[src/rtl/float_operand_entry.sv]
// float_operand_entry: keypad nibble/edit entry into two operand rows with a valid/ready commit stage (FLOAT_ENTRY_EXPO_KEYS_EN enables exponent keys)
module float_operand_entry #(
  parameter int WIDTH       = 32,
  parameter bit AUTO_COMMIT = 1'b1
) (
  input  logic             CLK,
  input  logic             RESET,
  input  logic             key_valid,
  input  logic [3:0]       key_nibble,
  input  logic             row_sel,
  input  logic             cmd_clear,
  input  logic             cmd_back,
  input  logic             cmd_expo_inc,
  input  logic             cmd_expo_dec,
  input  logic             cmd_expo_one,
  input  logic             commit,
  output logic [WIDTH-1:0] work_a,
  output logic [WIDTH-1:0] work_b,
  output logic [3:0]       cursor_a,
  output logic [3:0]       cursor_b,
  output logic [WIDTH-1:0] out_a,
  output logic [WIDTH-1:0] out_b,
  output logic             out_valid,
  input  logic             out_ready
);
  localparam int NIBBLES = WIDTH / 4;
  typedef enum logic {IDLE, PEND} state_t;
  state_t state, state_n;
  logic [WIDTH-1:0] sel_row, new_row, next_a, next_b;
  logic [3:0] sel_cur, new_cur, next_ca, next_cb;
  logic fill_b, commit_now, capture;
`ifndef FLOAT_ENTRY_EXPO_KEYS_EN
  logic unused_expo;
  assign unused_expo = ^{cmd_expo_inc, cmd_expo_dec, cmd_expo_one};
`endif
  // Apply the single highest-priority edit to the selected row; the other row passes through
  always_comb begin
    sel_row = row_sel ? work_b : work_a;
    sel_cur = row_sel ? cursor_b : cursor_a;
    new_row = sel_row;
    new_cur = sel_cur;
    fill_b = 1'b0;
    if (cmd_clear) begin
      new_row = '0;
      new_cur = '0;
    end else if (cmd_back) begin
      if (sel_cur != 4'd0) begin
        new_cur = sel_cur - 4'd1;
        new_row[WIDTH-4-4*int'(new_cur) +: 4] = 4'h0;
      end
    end else if (key_valid) begin
      if (sel_cur < 4'(NIBBLES)) begin
        new_row[WIDTH-4-4*int'(sel_cur) +: 4] = key_nibble;
        new_cur = sel_cur + 4'd1;
        fill_b = row_sel && (sel_cur == 4'(NIBBLES-1));
      end
    end
`ifdef FLOAT_ENTRY_EXPO_KEYS_EN
    else if (cmd_expo_one)
      new_row[30:23] = 8'd127;
    else
      new_row[30:23] = sel_row[30:23] + {7'd0, cmd_expo_inc} - {7'd0, cmd_expo_dec};
`endif
    next_a  = row_sel ? work_a : new_row;
    next_b  = row_sel ? new_row : work_b;
    next_ca = row_sel ? cursor_a : new_cur;
    next_cb = row_sel ? new_cur : cursor_b;
  end
  // Handshake FSM: a commit is only taken when no pair is pending or the pending one is leaving
  always_comb begin
    commit_now = commit || (AUTO_COMMIT && fill_b);
    capture = commit_now && (state == IDLE || out_ready);
    state_n = (state == IDLE || out_ready) ? (commit_now ? PEND : IDLE) : PEND;
  end
  assign out_valid = (state == PEND);
  // Working rows, cursors, frozen pair and FSM state
  always_ff @(posedge CLK or posedge RESET) begin
    if (RESET) begin
      work_a   <= '0;
      work_b   <= '0;
      cursor_a <= '0;
      cursor_b <= '0;
      out_a    <= '0;
      out_b    <= '0;
      state    <= IDLE;
    end else begin
      work_a   <= next_a;
      work_b   <= next_b;
      cursor_a <= next_ca;
      cursor_b <= next_cb;
      state    <= state_n;
      if (capture) begin
        out_a <= next_a;
        out_b <= next_b;
      end
    end
  end
endmodule
[config.mk]
export PLATFORM = sky130hd
export DESIGN_NAME = float_operand_entry
export DESIGN_NICKNAME = d
export VERILOG_FILES = /design/src/rtl/float_operand_entry.sv
export SDC_FILE = /design/constraint.sdc
export NUM_CORES = 1
export LEC_CHECK = 0
export ABC_AREA = 1
export ABC_CLOCK_PERIOD_IN_PS = 10920
export CAP_MARGIN = 5
export CORE_ASPECT_RATIO = 0.8
export CORE_MARGIN = 5
export CORE_UTILIZATION = 24
export DETAILED_ROUTE_END_ITERATION = 10
export PLACE_DENSITY = 0.43
export SLEW_MARGIN = 5
export SYNTH_ARGS = -nofsm -noshare
export SYNTH_HDL_FRONTEND = slang
export SYNTH_SLANG_ARGS = --single-unit
[constraint.sdc]
create_clock -name CLK -period 10.92 [get_ports CLK]
set_clock_uncertainty 0.05 [all_clocks]
set_input_delay 2.184 -clock CLK [delete_from_list [all_inputs] [get_ports CLK]]
set_output_delay 2.184 -clock CLK [all_outputs]
set_load 0.005 [all_outputs]
; ---- Word level (Yosys, flattened, before mapping)
; Index checks and enable logic that the tools add are counted.
[classes]
n_addsub = 6
n_lt_le_gt_ge = 1
eq_ne = 1
shifts = 4
n_mux = 22
n_bitwise = 1
reduce_logical = 5
[op_table]
columns = operator, count
row1 = 32-bit 2-to-1 mux, 8
row2 = 7-bit negator with 33-bit output, 2
row3 = "4-bit by 33-bit variable shift with 32-bit output, first input constant", 2
row4 = 32-bit bitwise mux, 2
row5 = 4-bit by 33-bit indexed part select with 32-bit output, 1
row6 = "4-bit by 33-bit indexed part select with 32-bit output, first input constant", 1
row7 = 4-bit 2-to-1 mux, 6
row8 = "5-bit by 6-bit subtractor with 7-bit output, first input constant", 2
row9 = 1-bit 2-to-1 mux, 6
row10 = "4-bit by 1-bit adder with 4-bit output, second input constant", 1
row11 = "4-bit by 3-bit == test with 1-bit output, second input constant", 1
row12 = "4-bit less-than comparator, second input constant", 1
row13 = 4-bit nonzero test, 1
row14 = "4-bit by 1-bit subtractor with 4-bit output, second input constant", 1
row15 = 1-bit logical AND, 2
row16 = 1-bit logical OR, 2
row17 = 1-bit NOT, 1
[word_totals]
register_bits = 137
in_bits = 15
wordCells = 47

; ---- Logic depth before layout (Yosys ltp)
[logic_depth]
ltp_word = 10
ltp_mapped = 23
depth_no_buf = 23

; ---- Worst setup path before layout
; OpenSTA, ideal clock, no wires.
[synth_path]
path_type = in2reg
from = input port row_sel
to = register out_a[1]
setup_time_ps = 66
arrival_ps = 4781
path_slack_ps = 6023
path_stages = 20
path_buffers = 3
cell_sequence = buf_6 > nand2_2 > nand2_4 > inv_1 > buf_2 > ha_1 > nand2_4 > nor2_2 > inv_1 > ha_1 > clkbuf_1 > o22ai_1 > nand2_1 > nor3b_4 > nand3_2 > nand2_1 > nand3_1 > a31oi_1 > nand2_1 > nand2_1
[synth_via]
elab_chain_len = 10
elab_cells_between_ends = 29
[synth_rtl]
columns = item, line_no
row1 = from (decl), 10  ; input logic row_sel,
row2 = 4-bit 2-to-1 mux, 39  ; sel_cur = row_sel ? cursor_b : cursor_a;
row3 = 4-bit by 1-bit subtractor with 4-bit output / 5-bit by 6-bit subtractor with 7-bit output (equally long branches), "48, 53"
row4 = 5-bit by 6-bit subtractor with 7-bit output / 7-bit negator with 33-bit output (equally long branches), "49, 53"
row5 = "7-bit negator with 33-bit output, or another cell as far along", 49  ; new_row[WIDTH-4-4*int'(new_cur) +: 4] = 4'h0;
row6 = "4-bit by 33-bit indexed part select with 32-bit output, or another cell as far along", 49
row7 = 32-bit bitwise mux / 32-bit 2-to-1 mux (equally long branches), "49, 52"
row8 = "32-bit 2-to-1 mux, on equally long branches", "47, 51"
row9 = 32-bit 2-to-1 mux, 46  ; end else if (cmd_back) begin
row10 = 32-bit 2-to-1 mux, 43  ; if (cmd_clear) begin
row11 = 32-bit 2-to-1 mux (*), 64  ; next_a = row_sel ? work_a : new_row;
row12 = net next_a[1], 29  ; logic [WIDTH-1:0] sel_row, new_row, next_a, next_b;
row13 = to (signal assigned), 93  ; out_a <= next_a;
row14 = to (decl), 21  ; output logic [WIDTH-1:0] out_a,
; Mark *: on every way through the listed nets, which the timed path passes. The rest lies on a longest branch.
; A chain may end at the register's enable or synchronous reset.

; ---- Worst setup path in the final report
[layout_path]
from = input port row_sel
to = register out_a[8]
[layout_via]
elab_chain_len = 10
elab_cells_between_ends = 29
[layout_rtl]
columns = item, line_no
row1 = 4-bit 2-to-1 mux, 39
row2 = 4-bit by 1-bit subtractor with 4-bit output / 5-bit by 6-bit subtractor with 7-bit output (equally long branches), "48, 53"
row3 = 5-bit by 6-bit subtractor with 7-bit output / 7-bit negator with 33-bit output (equally long branches), "49, 53"
row4 = "7-bit negator with 33-bit output, or another cell as far along", 49
row5 = "4-bit by 33-bit indexed part select with 32-bit output, or another cell as far along", 49
row6 = 32-bit bitwise mux / 32-bit 2-to-1 mux (equally long branches), "49, 52"
row7 = "32-bit 2-to-1 mux, on equally long branches", "47, 51"
row8 = 32-bit 2-to-1 mux, 46
row9 = 32-bit 2-to-1 mux, 43
row10 = 32-bit 2-to-1 mux, 64
; Several ways; a longest one is shown, not always the timed one.

==> impl_metrics.toml <==
[run_status]
status = "completed"

[setup_path]
endpoint_kind = "flop"
path_max_fanout = 81
slowest_stage = "buf_4"
start_kind = "primary input"
critical-path-max-stage-delay_ns = 0.69
crit_arrival_ns = 6.55
crit_type = "in -> reg"
path_cells = "buf_4, buf_4, buf_4, nand2_1, nand2_4, ha_1, nand2_4, nor2_2, a41oi_1, nor2_4, buf_4, inv_2, buf_4, nand2_1, nand2_1"
path_common_cell = "buf_4"
required_ns = 11.18

[final_layout]
area_delta_synth_final_pct = 31.1
diodes = 0
layout_common_cells = "nand2_1, clkdlybuf4s50_1, dfrtp_1, inv_1, nand3_1"
design_area_sq_um = 10000
layout-drive-gt1-share_pct = 11.8
final_cells = 1537
final_common_cell = "nand2_1"
nets = 1135
n_fill_cell = 3376

[clocking]
cts_hold_buf = 0
cts-root-buf = "clkbuf_16"
clockBufferDepth = 2
numCtsBuffers = 17
clk_latency_ns = 0.42
cts_max_level = 4
cts_resized = 0
path_clk_slew_ns = 0.06
cts_tree = "yes"
clock_sinks = 137
cts_setup_buffers = 0

[sta]
fin_crit_sh_pct = 57.6
fmax_ghz = 0.159
slew_headroom_pct = 44.7
hold_violations = 0
finalSetupTns_ns = 0
period_needed_ns = 6.29
finalMaxSlewViolations = 0
rsz0062_at_grt = "false"
worst_slew_pin_slew_ns = 0.830
setup_viol = 0
whs_ns = 0.426

[hold_path]
hp-class = "reg -> reg"

[logic_synthesis]
ys_ff_latch = 137
async_flop_share_pct = 100
synth_ff_type = "dfrtp_1"
seq_area_frac_synth_pct = 44.8
netlist_instances = 984
synth_cell_types = 45
synthesis.nets = 1012
synth_edf_count = 0
yosysWarnings = 0
avgSynthCellArea_sq_um = 7.77
synthesis.area_sq_um = 7650

[global_route]
grt_usage_pct = 14.4
grt_pass1_wl_mm = 40.4
grt_max_degree = 82
grt_pass1_vias = 6755
gr-total-overflow = 0
antenna_found_initial = 1

[power_and_ir_drop]
p_comb_share_pct = 29.3
power_frac_clock_pct = 33.5
p_sw_w = 0.000547
internal_power_w = 0.00113
powerDensity_nw_per_um2 = 167
swShare_pct = 32.6
vdd_drop_max_v = 0.000111
p_leak_nw = 4.60
seq_power_share_pct = 37.2

[route]
drc = 0
ant_nets = 0
vias = 6811
wl_per_cell_um = 16.6
drt-pass1-iter-count = 6
wirelength_mm = 25.4
drtIter0Drc = 407
via_per_inst = 4.43

[place]
dp_cells = 1508
port_buffers = 148
placed_area_sq_um = 9480
place.gp.congestion = 0.843
place_hpwl_mm = 18.3

[die]
rows = 58
io_pins = 152
core_sq_um = 31400
die_y_um = 170
fp.dieW_um = 210
dieArea_sq_um = 35600
start_util_pct = 24.3

[job]
cap_viol_max_count = 0
## flip-flops by register name (all words and copies together), names as in the netlist
name	count
out_a	32
out_b	32
work_a	32
work_b	32
cursor_a	4
cursor_b	4
out_valid	1
## synth_stat cells, types with 14 or more instances
cell type,number,area (sq um)
buf_2,22,110
nand2_2,22,138
o21ai_2,26,228
nand3_1,53,265
a21boi_1,15,113
o21ai_0,52,260
o21ai_1,24,120
clkbuf_1,23,86.3
dfrtp_1,137,3430
nand2_1,351,1320
inv_1,78,293
nor2_1,25,93.8
a21oi_1,14,70.1
## through the flow
step	total power (W)	util, %	worst slack, ns
5_1_grt	0.00179	31.9	4.07
2_1_floorplan	0.000895	-	5.02
3_5_place_dp	0.00113	30.2	3.98
6_report	0.00168	31.9	4.63
3_3_place_gp	0.00113	30.2	4.02
4_1_cts	0.00171	31.9	4.46
## kinds of logic (layout without fill, tap and decap cells)
group | count (synthesis) | count (layout) | synth area share (%)
fa+ha+maj | 13 | 13 | 2.13
buf+inv | 136 | 269 | 7.39
compound gates | 173 | 173 | 14.2
mux | 1 | 1 | 0.131
flops | 137 | 137 | 44.8
simple gates | 524 | 524 | 31.3
## cell type report
type / instances / area (sq um) / share of cell area, %
Clock buffer: 20 / 447 / 4.45
Clock inverter: 9 / 103 / 1.02
Inverter: 84 / 325 / 3.24
Multi-Input combinational cell: 711 / 3660 / 36.5
Sequential cell: 137 / 3430 / 34.2
Tap cell: 420 / 526 / 5.24
Timing Repair Buffer: 156 / 1540 / 15.3
## layer usage
metal	vias up	routed length, um	GRT usage, %
met5	-	13	0
met4	2	212	3.06
met3	13	1360	4.10
met2	141	10400	20.7
met1	3207	13500	21.6
li1	3448	-	-
## power groups by stage
stage	clock (W)	sequential [W]	combinational, W
5_1_grt	0.000605	0.000636	0.000551
4_1_cts	0.000585	0.000626	0.000500
2_1_floorplan	0	0.000632	0.000263
3_3_place_gp	0	0.000634	0.000497
3_5_place_dp	0	0.000634	0.000497
6_report	0.000561	0.000625	0.000491
## final timing paths
check	endpoint	slack, ns	start	depth (start not counted)
worst max-delay path	out_a[8]	4.63	row_sel	15
worst min-delay path	out_b[6]	0.43	out_b[6]	2
worst min register to register	out_b[6]	0.43	out_b[6]	2
worst max register to register	out_a[8]	6.95	cursor_a[0]	14
max in group asynchronous	out_a[14]	7.27	RESET	3
min in group asynchronous	out_b[17]	2.22	RESET	2
## critical path, delay by kind of cell
kind | cells | cell delay, ns
AOI/OAI and AO/OA | 1 | 0.23
adders and majority gates | 1 | 0.23
buffers and inverters | 6 | 2.29
and+or+nand+nor | 7 | 1.52
No activity file was read; power rests on OpenSTA's default activity.
